$ cat src/rtl/sdram_bist.sv
// Built-in self-test for the SDRAM system port: pattern fill, read-back, compare.
// Define SDRAM_BIST_ALLMODES_EN to run all four patterns back to back per start.
module sdram_bist #(
  parameter int ADDR_W    = 22,
  parameter int DATA_W    = 16,
  parameter int ERR_W     = 16,
  parameter int TIMEOUT_W = 10
) (
  input  logic              clk,
  input  logic              reset,
  input  logic              start,
  input  logic [1:0]        mode,
  input  logic [ADDR_W-1:0] addr_lo,
  input  logic [ADDR_W-1:0] addr_hi,
  output logic              busy,
  output logic              done,
  output logic              pass,
  output logic              timeout,
  output logic [ERR_W-1:0]  err_count,
  output logic [ADDR_W-1:0] first_err_addr,
  output logic [DATA_W-1:0] first_err_exp,
  output logic [DATA_W-1:0] first_err_got,
  output logic [ADDR_W-1:0] sys_addr,
  output logic [DATA_W-1:0] sys_data_to_sdram,
  output logic              sys_write_rq,
  output logic              sys_read_rq,
  input  logic              sys_write_done,
  input  logic              sys_data_from_sdram_valid,
  input  logic [DATA_W-1:0] sys_data_from_sdram
);

  localparam logic [31:0] LFSR_SEED = 32'hACE1_0001;
  localparam logic [31:0] LFSR_TAPS = 32'h8020_0003;
  localparam logic [TIMEOUT_W-1:0] TMO_LAST = {{(TIMEOUT_W-1){1'b1}}, 1'b0};

  typedef enum logic [2:0] {IDLE, WRITE, WGAP, READ, RGAP, FINISH} state_t;
  state_t state, state_nx;

  logic [1:0]           mode_r;
  logic [ADDR_W-1:0]    lo_r, hi_r, cur;
  logic [31:0]          lfsr;
  logic                 range_ok;
  logic [TIMEOUT_W-1:0] tcnt;
  logic                 wr_ack, rd_ack, tmo, at_end, empty, mismatch, last_pass;
  logic [DATA_W-1:0]    exp_d;
  logic                 busy_d, done_d, wr_rq_d, rd_rq_d;

  function automatic logic [31:0] lfsr_step(input logic [31:0] l);
    return {1'b0, l[31:1]} ^ (l[0] ? LFSR_TAPS : 32'h0);
  endfunction

  function automatic logic [DATA_W-1:0] pattern(input logic [1:0] m, input logic [ADDR_W-1:0] a,
                                                input logic [31:0] l);
    case (m)
      2'd0:    return DATA_W'(a);
      2'd1:    return ~DATA_W'(a);
      2'd2:    return DATA_W'(1) << (a % ADDR_W'(DATA_W));
      default: return l[DATA_W-1:0];
    endcase
  endfunction

  // Acks only count while our registered request is actually visible to the controller.
  always_comb begin
    wr_ack   = (state == WRITE) && sys_write_rq && sys_write_done;
    rd_ack   = (state == READ) && sys_read_rq && sys_data_from_sdram_valid;
    tmo      = (((state == WRITE) && sys_write_rq && !sys_write_done) ||
                ((state == READ) && sys_read_rq && !sys_data_from_sdram_valid)) &&
               (tcnt == TMO_LAST);
    at_end   = (cur == hi_r);
    empty    = (addr_hi < addr_lo);
    exp_d    = pattern(mode_r, cur, lfsr);
    mismatch = rd_ack && (sys_data_from_sdram != exp_d);
`ifdef SDRAM_BIST_ALLMODES_EN
    last_pass = (mode_r == 2'd3);
`else
    last_pass = 1'b1;
`endif
  end

  always_ff @(posedge clk) begin
    if (reset) state <= IDLE;
    else       state <= state_nx;
  end

  always_comb begin
    state_nx = state;
    case (state)
      IDLE:   if (start) state_nx = empty ? FINISH : WRITE;
      WRITE:  if (tmo) state_nx = FINISH; else if (wr_ack) state_nx = WGAP;
      WGAP:   state_nx = at_end ? READ : WRITE;
      READ:   if (tmo) state_nx = FINISH; else if (rd_ack) state_nx = RGAP;
      RGAP:   state_nx = at_end ? (last_pass ? FINISH : WRITE) : READ;
      FINISH: state_nx = IDLE;
      default: state_nx = IDLE;
    endcase
  end

  // Request is cleared in the same edge as the timeout so it drops after exactly the limit.
  always_comb begin
    busy_d  = (state == WRITE) || (state == WGAP) || (state == READ) || (state == RGAP);
    done_d  = (state == FINISH);
    wr_rq_d = (state == WRITE) && !tmo;
    rd_rq_d = (state == READ) && !tmo;
  end

  always_ff @(posedge clk) begin
    if (reset) begin
      busy <= 1'b0; done <= 1'b0; pass <= 1'b0; timeout <= 1'b0;
      err_count <= '0; first_err_addr <= '0; first_err_exp <= '0; first_err_got <= '0;
      sys_addr <= '0; sys_data_to_sdram <= '0; sys_write_rq <= 1'b0; sys_read_rq <= 1'b0;
      mode_r <= '0; lo_r <= '0; hi_r <= '0; cur <= '0; lfsr <= '0; range_ok <= 1'b0; tcnt <= '0;
    end else begin
      busy              <= busy_d;
      done              <= done_d;
      sys_write_rq      <= wr_rq_d;
      sys_read_rq       <= rd_rq_d;
      sys_addr          <= cur;
      sys_data_to_sdram <= exp_d;
      tcnt <= (((state == WRITE) && sys_write_rq) || ((state == READ) && sys_read_rq)) &&
              !wr_ack && !rd_ack ? tcnt + 1'b1 : '0;
      case (state)
        IDLE: if (start) begin
`ifdef SDRAM_BIST_ALLMODES_EN
          mode_r <= 2'd0;
`else
          mode_r <= mode;
`endif
          lo_r <= addr_lo; hi_r <= addr_hi; cur <= addr_lo; lfsr <= LFSR_SEED;
          range_ok <= !empty;
          err_count <= '0; first_err_addr <= '0; first_err_exp <= '0; first_err_got <= '0;
          pass <= 1'b0; timeout <= 1'b0;
        end
        WRITE: begin
          if (wr_ack) lfsr <= lfsr_step(lfsr);
          if (tmo) timeout <= 1'b1;
        end
        WGAP: begin
          if (at_end) begin cur <= lo_r; lfsr <= LFSR_SEED; end
          else cur <= cur + 1'b1;
        end
        READ: begin
          if (rd_ack) lfsr <= lfsr_step(lfsr);
          if (mismatch) begin
            if (err_count != '1) err_count <= err_count + 1'b1;
            if (err_count == '0) begin
              first_err_addr <= cur; first_err_exp <= exp_d; first_err_got <= sys_data_from_sdram;
            end
          end
          if (tmo) timeout <= 1'b1;
        end
        RGAP: begin
          if (!at_end) cur <= cur + 1'b1;
          else if (!last_pass) begin
            mode_r <= mode_r + 2'd1; cur <= lo_r; lfsr <= LFSR_SEED;
          end
        end
        FINISH: pass <= range_ok && (err_count == '0) && !timeout;
        default: ;
      endcase
    end
  end

endmodule
$ cat config.mk
export PLATFORM = sky130hd
export DESIGN_NAME = sdram_bist
export DESIGN_NICKNAME = d
export VERILOG_FILES = /design/src/rtl/sdram_bist.sv
export SDC_FILE = /design/constraint.sdc
export NUM_CORES = 1
export LEC_CHECK = 0
export CORE_UTILIZATION = 50
export CTS_CLUSTER_SIZE = 24
export DETAILED_ROUTE_END_ITERATION = 8
export GPL_TIMING_DRIVEN = 0
export PLACE_DENSITY = 0.79
export SLEW_MARGIN = 10
export SYNTH_ARGS = -nofsm -noshare
export SYNTH_HDL_FRONTEND = slang
export SYNTH_SLANG_ARGS = --single-unit
$ cat constraint.sdc
create_clock -name clk -period 8.2 [get_ports clk]
set_input_delay 0.82 -clock clk [delete_from_list [all_inputs] [get_ports clk]]
set_output_delay 0.82 -clock clk [all_outputs]
set_load 0.02 [all_outputs]
==> metrics, run 1 <==
status=finished, final reports clean; Sink Count=228; antenna violations before repair=0; TritonCTS Buffers=25; r2r setup slk=4.41 ns; Comb power frac=0.398; CTS max path bufs=3; number of global-route vias before repair=9,658; worst hold path endpoint=lfsr[28]; die area=22,340 um2; FFs w/ async S/R, synth=0; Syn Std Cell Area=10,870 um2; GRT Residual Overflow=0; min-delay worst type=reg -> reg; Max VDD drop=136.6 uV; Gates resized, CTS repair=0; first-pass GRT wire length=51.49 mm; Worst setup EP type=register; die width=149.5 um; reg2reg end=first_err_exp[10]; Layout Nets=1,608; RSZ-0062 raised after global routing=no; distinct cell type count after synthesis=63; Die Ht=149.5 um; postcts setup bufs=0; Tightest Pin Transition=1.037 ns; Placed Cells=1,758; CTS H-tree depth=1; area of the core=21,150 um2; Critical R2R Launch=cur[0]; Final Slew Violations=0; Antenna Violating Nets Remaining=0; 1st-iter DRT viols=948; skew final=0.008449 ns; worst path required time=8.60 ns; area of the multi-input gates=5725 um2; I/O Buffers=180; P per Cell Area=310.3 nW/um2; Design Power=4.303 mW; P_sw=1.655 mW; crit path max fanout=10; EDFF count, synth=0; CP Class=reg -> reg; most frequent cells in the layout=228 x dfxtp_1, 209 x nand2_1, 180 x clkdlybuf4s50_1; # diodes=0; Max Fclk=0.2639 GHz; Sw Share=0.3845; drt wl/cell=18.50 um; WHS Path Cells=2; synth-to-layout area growth=27.53%; Ports=181; sequential fraction of the synthesis area=0.4197; Total GRT Usage=0.2958; Reg area=4564 um2; Starting Density=0.5140; largest net degree at the start of global routing=14; sequential share of power=0.332; # setup viols final=0; max-cap viol count=0; drt total wl=33.34 mm; post-DP HPWL=24.78 mm; top post-synthesis cells by area=dfxtp_1 42%, nand2_1 7.2%, a21oi_1 4.6%; Synth area leader=dfxtp_1; Fin. Hold Viols=0; commonest non-fill, non-tap cell in the layout=dfxtp_1; CTS tree=built; CTS hold repair buffers=0; ratio of cells with drive above 1 in the final layout=0.05108; DRT Pass-1 Iters=7; Row Count=53; top_reg_cell synth=dfxtp_1; routed via count=10,246; Via density=5.686; CTS root buf=clkbuf_16; Clock Latency Late Sink=0.52 ns; power share of the clock group=0.270; Routability Congestion=0.9242; FF+latch count, synth=228; Gate Count Post-Synth=1,303; Sum Neg Setup Slack=0 ns; Static Leak=5.400 nW; WP data arrival=4.19 ns; Final period util=0.4622; startpoint types=register; Slew headroom=0.3032; hold_sp=lfsr[28]; FILL cells=1,762; Final min period=3.790 ns; syn_nets=1,401; top-area cell type share of the netlist area=0.4197; Layout Cells excl Fill=1,802; Avg Inst Size Synth=8.345 um2; Reg2Reg Depth=13; internal power=2.649 mW; CTS clk-pin slew, worst paths=0.06 ns; DRC violations left=0; Yosys warnings=0
## kinds of logic after synthesis
kind of cell / count (synthesis) / synth area share
AND/OR/NAND/NOR: 546 / 0.2434
buffers and inverters: 128 / 0.05373
adder cells (fa/ha/maj): 31 / 0.03567
flip-flops: 228 / 0.4197
XOR/XNOR: 48 / 0.03866
multiplexers: 58 / 0.05799
AO/OA/AOI/OAI: 264 / 0.1508
## area by class of cell
cell class              instances  share of cell area
multi-input cells             947              0.4128
flip-flops and latches        228              0.3291
repair buffers                180              0.1299
clock buffers                  30             0.04863
plain buffers                  88             0.03131
well taps                     275             0.02481
clock inverters                14             0.01254
inverters                      40             0.01083
## cells in the mapped netlist (all sizes together), types with 4 or more instances
library cell / count
and4: 5
o2bb2ai: 4
a222oi: 12
nand3: 59
a31oi: 25
a21o: 12
or2: 4
nor3: 8
or3: 7
nor3b: 4
nand4: 10
inv: 40
mux2: 13
dfxtp: 228
mux2i: 45
and3: 12
a311o: 7
o21ai: 56
ha: 31
a22oi: 8
nand2: 209
xor2: 37
xnor2: 11
a311oi: 7
nand2b: 43
nor2b: 72
nor2: 87
clkbuf: 72
o22ai: 9
and2: 4
a21oi: 100
nor4: 12
buf: 16
## worst max-delay path by stage
stage                start                 to  slack (ns)  cells after the start
floorplan           cur[0]  first_err_exp[10]        4.96                     13
global placement     reset               done        4.40                      6
detailed placement   reset               done        4.42                      6
CTS                 cur[0]  first_err_exp[10]        4.46                     13
global route        cur[0]   first_err_exp[9]        4.33                     13
finish              cur[0]  first_err_exp[10]        4.41                     13
## sequential cells by signal, summed over array words and instances, names as in the netlist, 2 cells and up
signal,cells
cur,22
first_err_exp,16
mode_r,2
state,3
sys_data_to_sdram,16
lfsr,32
first_err_addr,22
tcnt,10
err_count,16
hi_r,22
first_err_got,16
sys_addr,22
lo_r,22
## power by group through the flow
stage	sequential [mW]	combinational [mW]	clock [mW]
4_1_cts	1.42	1.69	1.18
2_1_floorplan	1.46	1.10	0
6_report	1.43	1.71	1.16
3_3_place_gp	1.44	1.66	0
5_1_grt	1.44	1.84	1.22
3_5_place_dp	1.45	1.68	0
## per-layer routing
layer  track usage  vias up  part of all wire  wire length [um]
met2        0.4859      468              0.45             15120
li1              -     4915                 -                 -
met3       0.04085       74             0.075              2510
met5             0        -                 0                 0
met1        0.3929     4789              0.44             14630
met4        0.1112        0             0.033              1084
## worst max-delay path, cell delays in order, from the launching register on
cell and delay (ns):
dfxtp_1 0.53, inv_1 0.23, ha_1 0.32, and4b_1 0.21, or3_1 0.40, and3b_1 0.20
nor4b_1 0.27, nand4_1 0.14, or4_4 0.54, buf_6 0.16, nand3_4 0.07, buf_12 0.15
buf_12 0.15, mux2_4 0.30
## metrics by stage
| stage | util | instance area [um2] | setup slack, ns | hold slack (ns) |
|---|---|---|---|---|
| 2_1_floorplan | - | 10870 | 4.955 | 0.4283 |
| 3_3_place_gp | 0.6155 | 13020 | 4.404 | 0.4357 |
| 3_5_place_dp | 0.6155 | 13020 | 4.420 | 0.4420 |
| 4_1_cts | 0.6556 | 13870 | 4.456 | 0.4498 |
| 5_1_grt | 0.6556 | 13870 | 4.330 | 0.4714 |
| 6_report | 0.6556 | 13870 | 4.410 | 0.4487 |
Note: power is estimated with default switching activity, not from simulation.
==> inputs of run 2 (changes only) <==
--- a/config.mk
+++ b/config.mk
@@ -5,11 +5,11 @@
 export SDC_FILE = /design/constraint.sdc
 export NUM_CORES = 1
 export LEC_CHECK = 0
-export CORE_UTILIZATION = 50
+export CORE_UTILIZATION = 49
 export CTS_CLUSTER_SIZE = 24
 export DETAILED_ROUTE_END_ITERATION = 8
 export GPL_TIMING_DRIVEN = 0
-export PLACE_DENSITY = 0.79
+export PLACE_DENSITY = 0.8
 export SLEW_MARGIN = 10
 export SYNTH_ARGS = -nofsm -noshare
 export SYNTH_HDL_FRONTEND = slang
==> constraint.sdc (replaced) <==
create_clock -name clk -period 3.36 [get_ports clk]
set_input_delay 0.336 -clock clk [delete_from_list [all_inputs] [get_ports clk]]
set_output_delay 0.336 -clock clk [all_outputs]
set_load 0.02 [all_outputs]
==> metrics, run 2 (synthesized netlist as in run 1, its figures left out) <==
Ports=181 (unchanged); CP peak stage delay=0.45 ns (was 0.54 ns); startpoint types=register (unchanged); Slew headroom=0.3631 (was 0.3032); commonest non-fill, non-tap cell in the layout=dfxtp_1 (unchanged); Starting Density=0.4983 (was 0.5140); die area=22,790 um2 (was 22,340 um2); DRC violations left=0 (unchanged); power share of the clock group=0.267 (was 0.270); Final Slew Violations=0 (unchanged); Row Count=54 (was 53); routed via count=10,340 (was 10,246); synth-to-layout area growth=28.64% (was 27.53%); drt wl/cell=18.53 um (was 18.50 um); Die Ht=151.0 um (was 149.5 um); internal power=6.495 mW (was 2.649 mW); Worst setup EP type=register (unchanged); antenna violations before repair=0 (unchanged); most frequent cells in the layout=227 x dfxtp_1, 209 x nand2_1, 180 x clkdlybuf4s50_1 (was 228 x dfxtp_1, 209 x nand2_1, 180 x clkdlybuf4s50_1); skew final=0.008894 ns (was 0.008449 ns); Final period util=0.9858 (was 0.4622); WP data arrival=3.77 ns (was 4.19 ns); CTS tree=built (unchanged); Static Leak=5.417 nW (was 5.400 nW); min-delay worst type=in -> reg (was reg -> reg); CTS clk-pin slew, worst paths=0.06 ns (about the same); max-cap viol count=0 (unchanged); register bank with the most flops=lfsr (unchanged); crit path max fanout=10 (unchanged); TritonCTS Buffers=24 (was 25); slowest library cell on the worst path=clkbuf_1 (was or4_4); Fin. Hold Viols=0 (unchanged); CTS max path bufs=3 (unchanged); first-pass GRT wire length=51.01 mm (was 51.49 mm); number of global-route vias before repair=9,463 (was 9,658); CTS root buf=clkbuf_16 (unchanged); worst path cell trace=clkbuf_1, xor2_1, nor4_1, nand3_1, nor2_1, and4_1, buf_1, a22oi_1, o22ai_1, a21o_1 (was inv_1, ha_1, and4b_1, or3_1, and3b_1, nor4b_1, nand4_1, or4_4, buf_6, nand3_4, buf_12, buf_12, mux2_4); Comb power frac=0.400 (was 0.398); Design Area, Final=13,990 um2 (was 13,870 um2); Placed Cells=1,763 (was 1,758); Max Fclk=0.3019 GHz (was 0.2639 GHz); # diodes=0 (unchanged); Max VDD drop=346.3 uV (was 136.6 uV); GRT Residual Overflow=0 (unchanged); Sw Share=0.3858 (was 0.3845); Util after Layout=0.6410 (was 0.6556); RSZ-0062 raised after global routing=no (unchanged); area of the core=21,820 um2 (was 21,150 um2); # setup viols final=0 (unchanged); ratio of cells with drive above 1 in the final layout=0.06606 (was 0.05108); Routability Congestion=0.9400 (was 0.9242); worst path required time=3.82 ns (was 8.60 ns); Clock Latency Late Sink=0.52 ns (about the same); DRT Pass-1 Iters=6 (was 7); Final min period=3.312 ns (was 3.790 ns); Total GRT Usage=0.2881 (was 0.2958); P per Cell Area=756.0 nW/um2 (was 310.3 nW/um2); Sink Count=228 (unchanged); Layout Cells excl Fill=1,809 (was 1,802); Largest register FFs=32 (unchanged); 1st-iter DRT viols=879 (was 948); CTS H-tree depth=1 (unchanged); CP Class=reg -> reg (unchanged); die width=151.0 um (was 149.5 um); post-DP HPWL=24.89 mm (was 24.78 mm); I/O Buffers=180 (unchanged); status=finished, final reports clean (unchanged); Antenna Violating Nets Remaining=0 (unchanged); sequential share of power=0.333 (was 0.332); Layout Nets=1,609 (was 1,608); drt total wl=33.53 mm (was 33.34 mm); placed cell area=13,030 um2 (was 13,020 um2); CTS hold repair buffers=0 (unchanged); largest net degree at the start of global routing=16 (was 14); Tightest Pin Transition=0.9554 ns (was 1.037 ns); Via density=5.716 (was 5.686); P_sw=4.080 mW (was 1.655 mW)
==> run 2: cell types whose count changed in the layout (fill, tap and decap cells not counted), moves of 5 or more <==
cell	previous run	this run
clkbuf_1	72	65
clkinv_2	9	2
buf_4	1	8
clkinvlp_4	0	5
==> run 2: repair_timing <==
item,in CTS,in global routing
setup buffers,2,3
hold endpoints to repair,0,0
endpoints found under the setup margin,71,78
gates resized for setup,11,17
pin swaps,0,4
==> run 2: worst paths after layout <==
path	depth (start not counted)	end	slack, ns	from
setup / recovery	10	cur[10]	0.05	cur[3]
hold / removal	3	hi_r[11]	0.41	addr_hi[11]
setup reg to reg	10	cur[10]	0.05	cur[3]
hold reg to reg	2	lfsr[27]	0.45	lfsr[27]
==> run 2: layout make-up <==
type | instances | area (um2)
multi-input cells | 947 | 5793
plain buffers | 85 | 430.4
clock buffers | 32 | 701.9
clock inverters | 12 | 155.1
well taps | 280 | 350.3
fillers | 1811 | 7835
inverters | 40 | 150.1
flip-flops and latches | 228 | 4568
repair buffers | 185 | 1839
==> run 2: critical path, delay by kind of cell (launching register included) <==
| kind | cells | cell delay [ns] |
|---|---|---|
| AOI/OAI and AO/OA | 3 | 0.51 |
| xor gates and xnor gates | 1 | 0.19 |
| buffers and inverters | 2 | 0.88 |
| DFF | 1 | 0.39 |
| and+or+nand+nor | 4 | 1.29 |
==> run 2: layer usage <==
layer	share of wire	vias up	global-route usage
met2	0.46	542	0.4665
met4	0.034	0	0.1120
li1	-	4916	-
met3	0.084	78	0.02982
met5	0	-	0
met1	0.43	4804	0.3931
==> run 2: power by group through the flow <==
stage                     clock [mW]  sequential (mW)  combinational, mW
after CTS                       2.84             3.46               4.17
after global routing            2.95             3.56               4.53
after detailed placement           0             3.53               4.09
after global placement             0             3.51               4.05
after floorplan                    0             3.57               2.68
final                           2.82             3.53               4.23
==> run 2: through the flow <==
stage	hold slack, ns	setup TNS, ns	setup slack [ns]	total power [mW]
2_1_floorplan	0.4283	0	0.1152	6.246
3_3_place_gp	0.4364	-22.32	-0.4430	7.558
3_5_place_dp	0.4436	-18.77	-0.3856	7.619
4_1_cts	0.4053	0	0.001443	10.48
5_1_grt	0.4326	0	0.01679	11.04
6_report	0.4116	0	0.04773	10.58
==> inputs of run 3 (changes only) <==
--- a/config.mk
+++ b/config.mk
@@ -5,11 +5,12 @@
 export SDC_FILE = /design/constraint.sdc
 export NUM_CORES = 1
 export LEC_CHECK = 0
-export CORE_UTILIZATION = 49
+export CORE_UTILIZATION = 50
 export CTS_CLUSTER_SIZE = 24
 export DETAILED_ROUTE_END_ITERATION = 8
+export DONT_BUFFER_PORTS = 1
 export GPL_TIMING_DRIVEN = 0
-export PLACE_DENSITY = 0.8
+export PLACE_DENSITY = 0.71
 export SLEW_MARGIN = 10
 export SYNTH_ARGS = -nofsm -noshare
 export SYNTH_HDL_FRONTEND = slang
==> metrics, run 3 (synthesized netlist as in run 1, its figures left out) <==
# setup viols final=0 (unchanged); startpoint types=register (unchanged); synth-to-layout area growth=17.63% (was 28.64%); Total GRT Usage=0.2964 (was 0.2881); reg2reg end=first_err_exp[9] (was cur[10]); Sink Count=228 (unchanged); min-delay worst type=in -> reg (unchanged); first-pass GRT wire length=51.58 mm (was 51.01 mm); Sum Neg Setup Slack=0 ns (unchanged); worst setup path startpoint=cur[1] (was cur[3]); Worst path depth=13 (was 10); worst path cell trace=clkbuf_4, inv_1, ha_2, a311oi_1, a21oi_1, xnor2_1, nand3_1, or4_4, buf_6, nand3_4, buf_12, buf_12, mux2_4 (was clkbuf_1, xor2_1, nor4_1, nand3_1, nor2_1, and4_1, buf_1, a22oi_1, o22ai_1, a21o_1); GR Util met1=0.3919 (was 0.3931); Fin. Hold Viols=0 (unchanged); Tightest Pin Transition=0.9513 ns (was 0.9554 ns); Largest register FFs=32 (unchanged); Critical R2R Launch=cur[1] (was cur[3]); status=finished, final reports clean (unchanged); Critical path buffers and inverters=5 (was 2); Slew headroom=0.3658 (was 0.3631); skew final=0.008188 ns (was 0.008894 ns); register bank with the most flops=lfsr (unchanged); slowest library cell on the worst path=or4_4 (was clkbuf_1); Max VDD drop=345.5 uV (was 346.3 uV); Static Leak=5.044 nW (was 5.417 nW); internal power=6.192 mW (was 6.495 mW); Antenna Violating Nets Remaining=0 (unchanged); max-cap viol count=0 (unchanged); Final Slew Violations=0 (unchanged); Layout Nets=1,496 (was 1,609); Routability Congestion=0.9436 (was 0.9400); die area=22,340 um2 (was 22,790 um2); CTS max path bufs=3 (unchanged); Worst path most repeated cell=buf_12; Critical Path End=first_err_exp[9] (was cur[10]); P_sw=4.022 mW (was 4.080 mW); Max Fclk=0.3043 GHz (was 0.3019 GHz); I/O Buffers=0 (was 180); DRT Pass-1 Iters=7 (was 6); CTS H-tree depth=1 (unchanged); Top delay family on crit path=buffers and inverters (was simple AND/OR/NAND/NOR gates); DRC violations left=0 (unchanged); drt total wl=33.54 mm (was 33.53 mm); area of the core=21,150 um2 (was 21,820 um2); CTS clk-pin slew, worst paths=0.06 ns (about the same); met2 Track Usage GR=0.4819 (was 0.4665); WP data arrival=3.68 ns (was 3.77 ns); sequential share of power=0.364 (was 0.333); Comb power frac=0.374 (was 0.400); Sw Share=0.3938 (was 0.3858); CTS tree=built (unchanged); GRT Residual Overflow=0 (unchanged); die width=149.5 um (was 151.0 um); drt wl/cell=19.84 um (was 18.53 um); Die Ht=149.5 um (was 151.0 um); Starting Density=0.5140 (was 0.4983); Worst setup EP type=register (unchanged); crit path max fanout=10 (unchanged); P per Cell Area=798.5 nW/um2 (was 756.0 nW/um2); CP peak stage delay=0.58 ns (was 0.45 ns); power share of the clock group=0.262 (was 0.267); most frequent cells in the layout=225 x dfxtp_1, 208 x nand2_1, 99 x a21oi_1 (was 227 x dfxtp_1, 209 x nand2_1, 180 x clkdlybuf4s50_1); hold slack=0.01939 ns (was 0.4116 ns); Row Count=53 (was 54); number of global-route vias before repair=9,378 (was 9,463); ratio of cells with drive above 1 in the final layout=0.07355 (was 0.06606); Reg2Reg Depth=13 (was 10); Final period util=0.9781 (was 0.9858); WHS Path Cells=2 (was 3); global-route met3 utilization=0.06006 (was 0.02982); Ports=181 (unchanged); r2r setup slk=0.07 ns (was 0.05 ns); Clock Latency Late Sink=0.52 ns (about the same); Final min period=3.286 ns (was 3.312 ns); largest net degree at the start of global routing=13 (was 16); CTS root buf=clkbuf_16 (unchanged); CP Class=reg -> reg (unchanged); Top Usage Layer GRT=met2 (unchanged); Via density=5.840 (was 5.716); antenna violations before repair=1 (was 0); 1st-iter DRT viols=850 (was 879); TritonCTS Buffers=25 (was 24); worst path required time=3.76 ns (was 3.82 ns); post-DP HPWL=23.92 mm (was 24.89 mm); commonest non-fill, non-tap cell in the layout=dfxtp_1 (unchanged); routed via count=9,869 (was 10,340)
## run 3: what timing repair did
action,in CTS,in global routing
resized for setup,11,26
setup endpoints to repair,70,102
pin swaps,1,5
setup buffers,3,5
hold buffers,62,0
endpoints found under the hold margin,62,0
cloned,0,0
## run 3: final cells by class
class | count | area [um2]
fillers | 1882 | 8363
multi-input cells | 947 | 5802
flip-flops and latches | 228 | 4571
clock buffers | 39 | 748.2
repair buffers | 70 | 680.7
plain buffers | 86 | 445.4
well taps | 275 | 344.1
inverters | 40 | 150.1
clock inverters | 4 | 47.55
diodes | 1 | 2.502
## run 3: stage by stage
stage	total power, mW	std cells	instance area (um2)	setup WS (ns)	util
after floorplan	6.246	1303	10870	0.1152	-
after global placement	7.262	1578	11220	-0.4116	0.5303
after detailed placement	7.294	1578	11220	-0.4465	0.5303
after CTS	10.06	1686	12700	0.001524	0.6005
after global routing	10.69	1689	12790	-0.0002776	0.6045
final	10.21	1690	12790	0.07364	0.6047
## run 3: power by group through the flow
stage	combinational (mW)	sequential, mW	clock [mW]
2_1_floorplan	2.68	3.57	0
3_3_place_gp	3.55	3.71	0
3_5_place_dp	3.57	3.72	0
4_1_cts	3.71	3.66	2.69
5_1_grt	4.12	3.76	2.81
6_report	3.82	3.72	2.68
## run 3: how the worst min path moves through the flow
stage / start / to / slack (ns)
floorplan: lfsr[30] / lfsr[30] / 0.43
global placement: lfsr[17] / lfsr[17] / 0.44
detailed placement: lfsr[28] / lfsr[28] / 0.45
CTS: addr_lo[5] / cur[5] / 0.01
global route: addr_lo[3] / cur[3] / 0.04
finish: addr_lo[5] / cur[5] / 0.02
## run 3: per-layer routing
| metal | share of wire | up-vias |
|---|---|---|
| li1 | - | 4688 |
| met3 | 0.088 | 60 |
| met1 | 0.43 | 4635 |
| met2 | 0.46 | 486 |
| met4 | 0.027 | 0 |
| met5 | 0 | - |
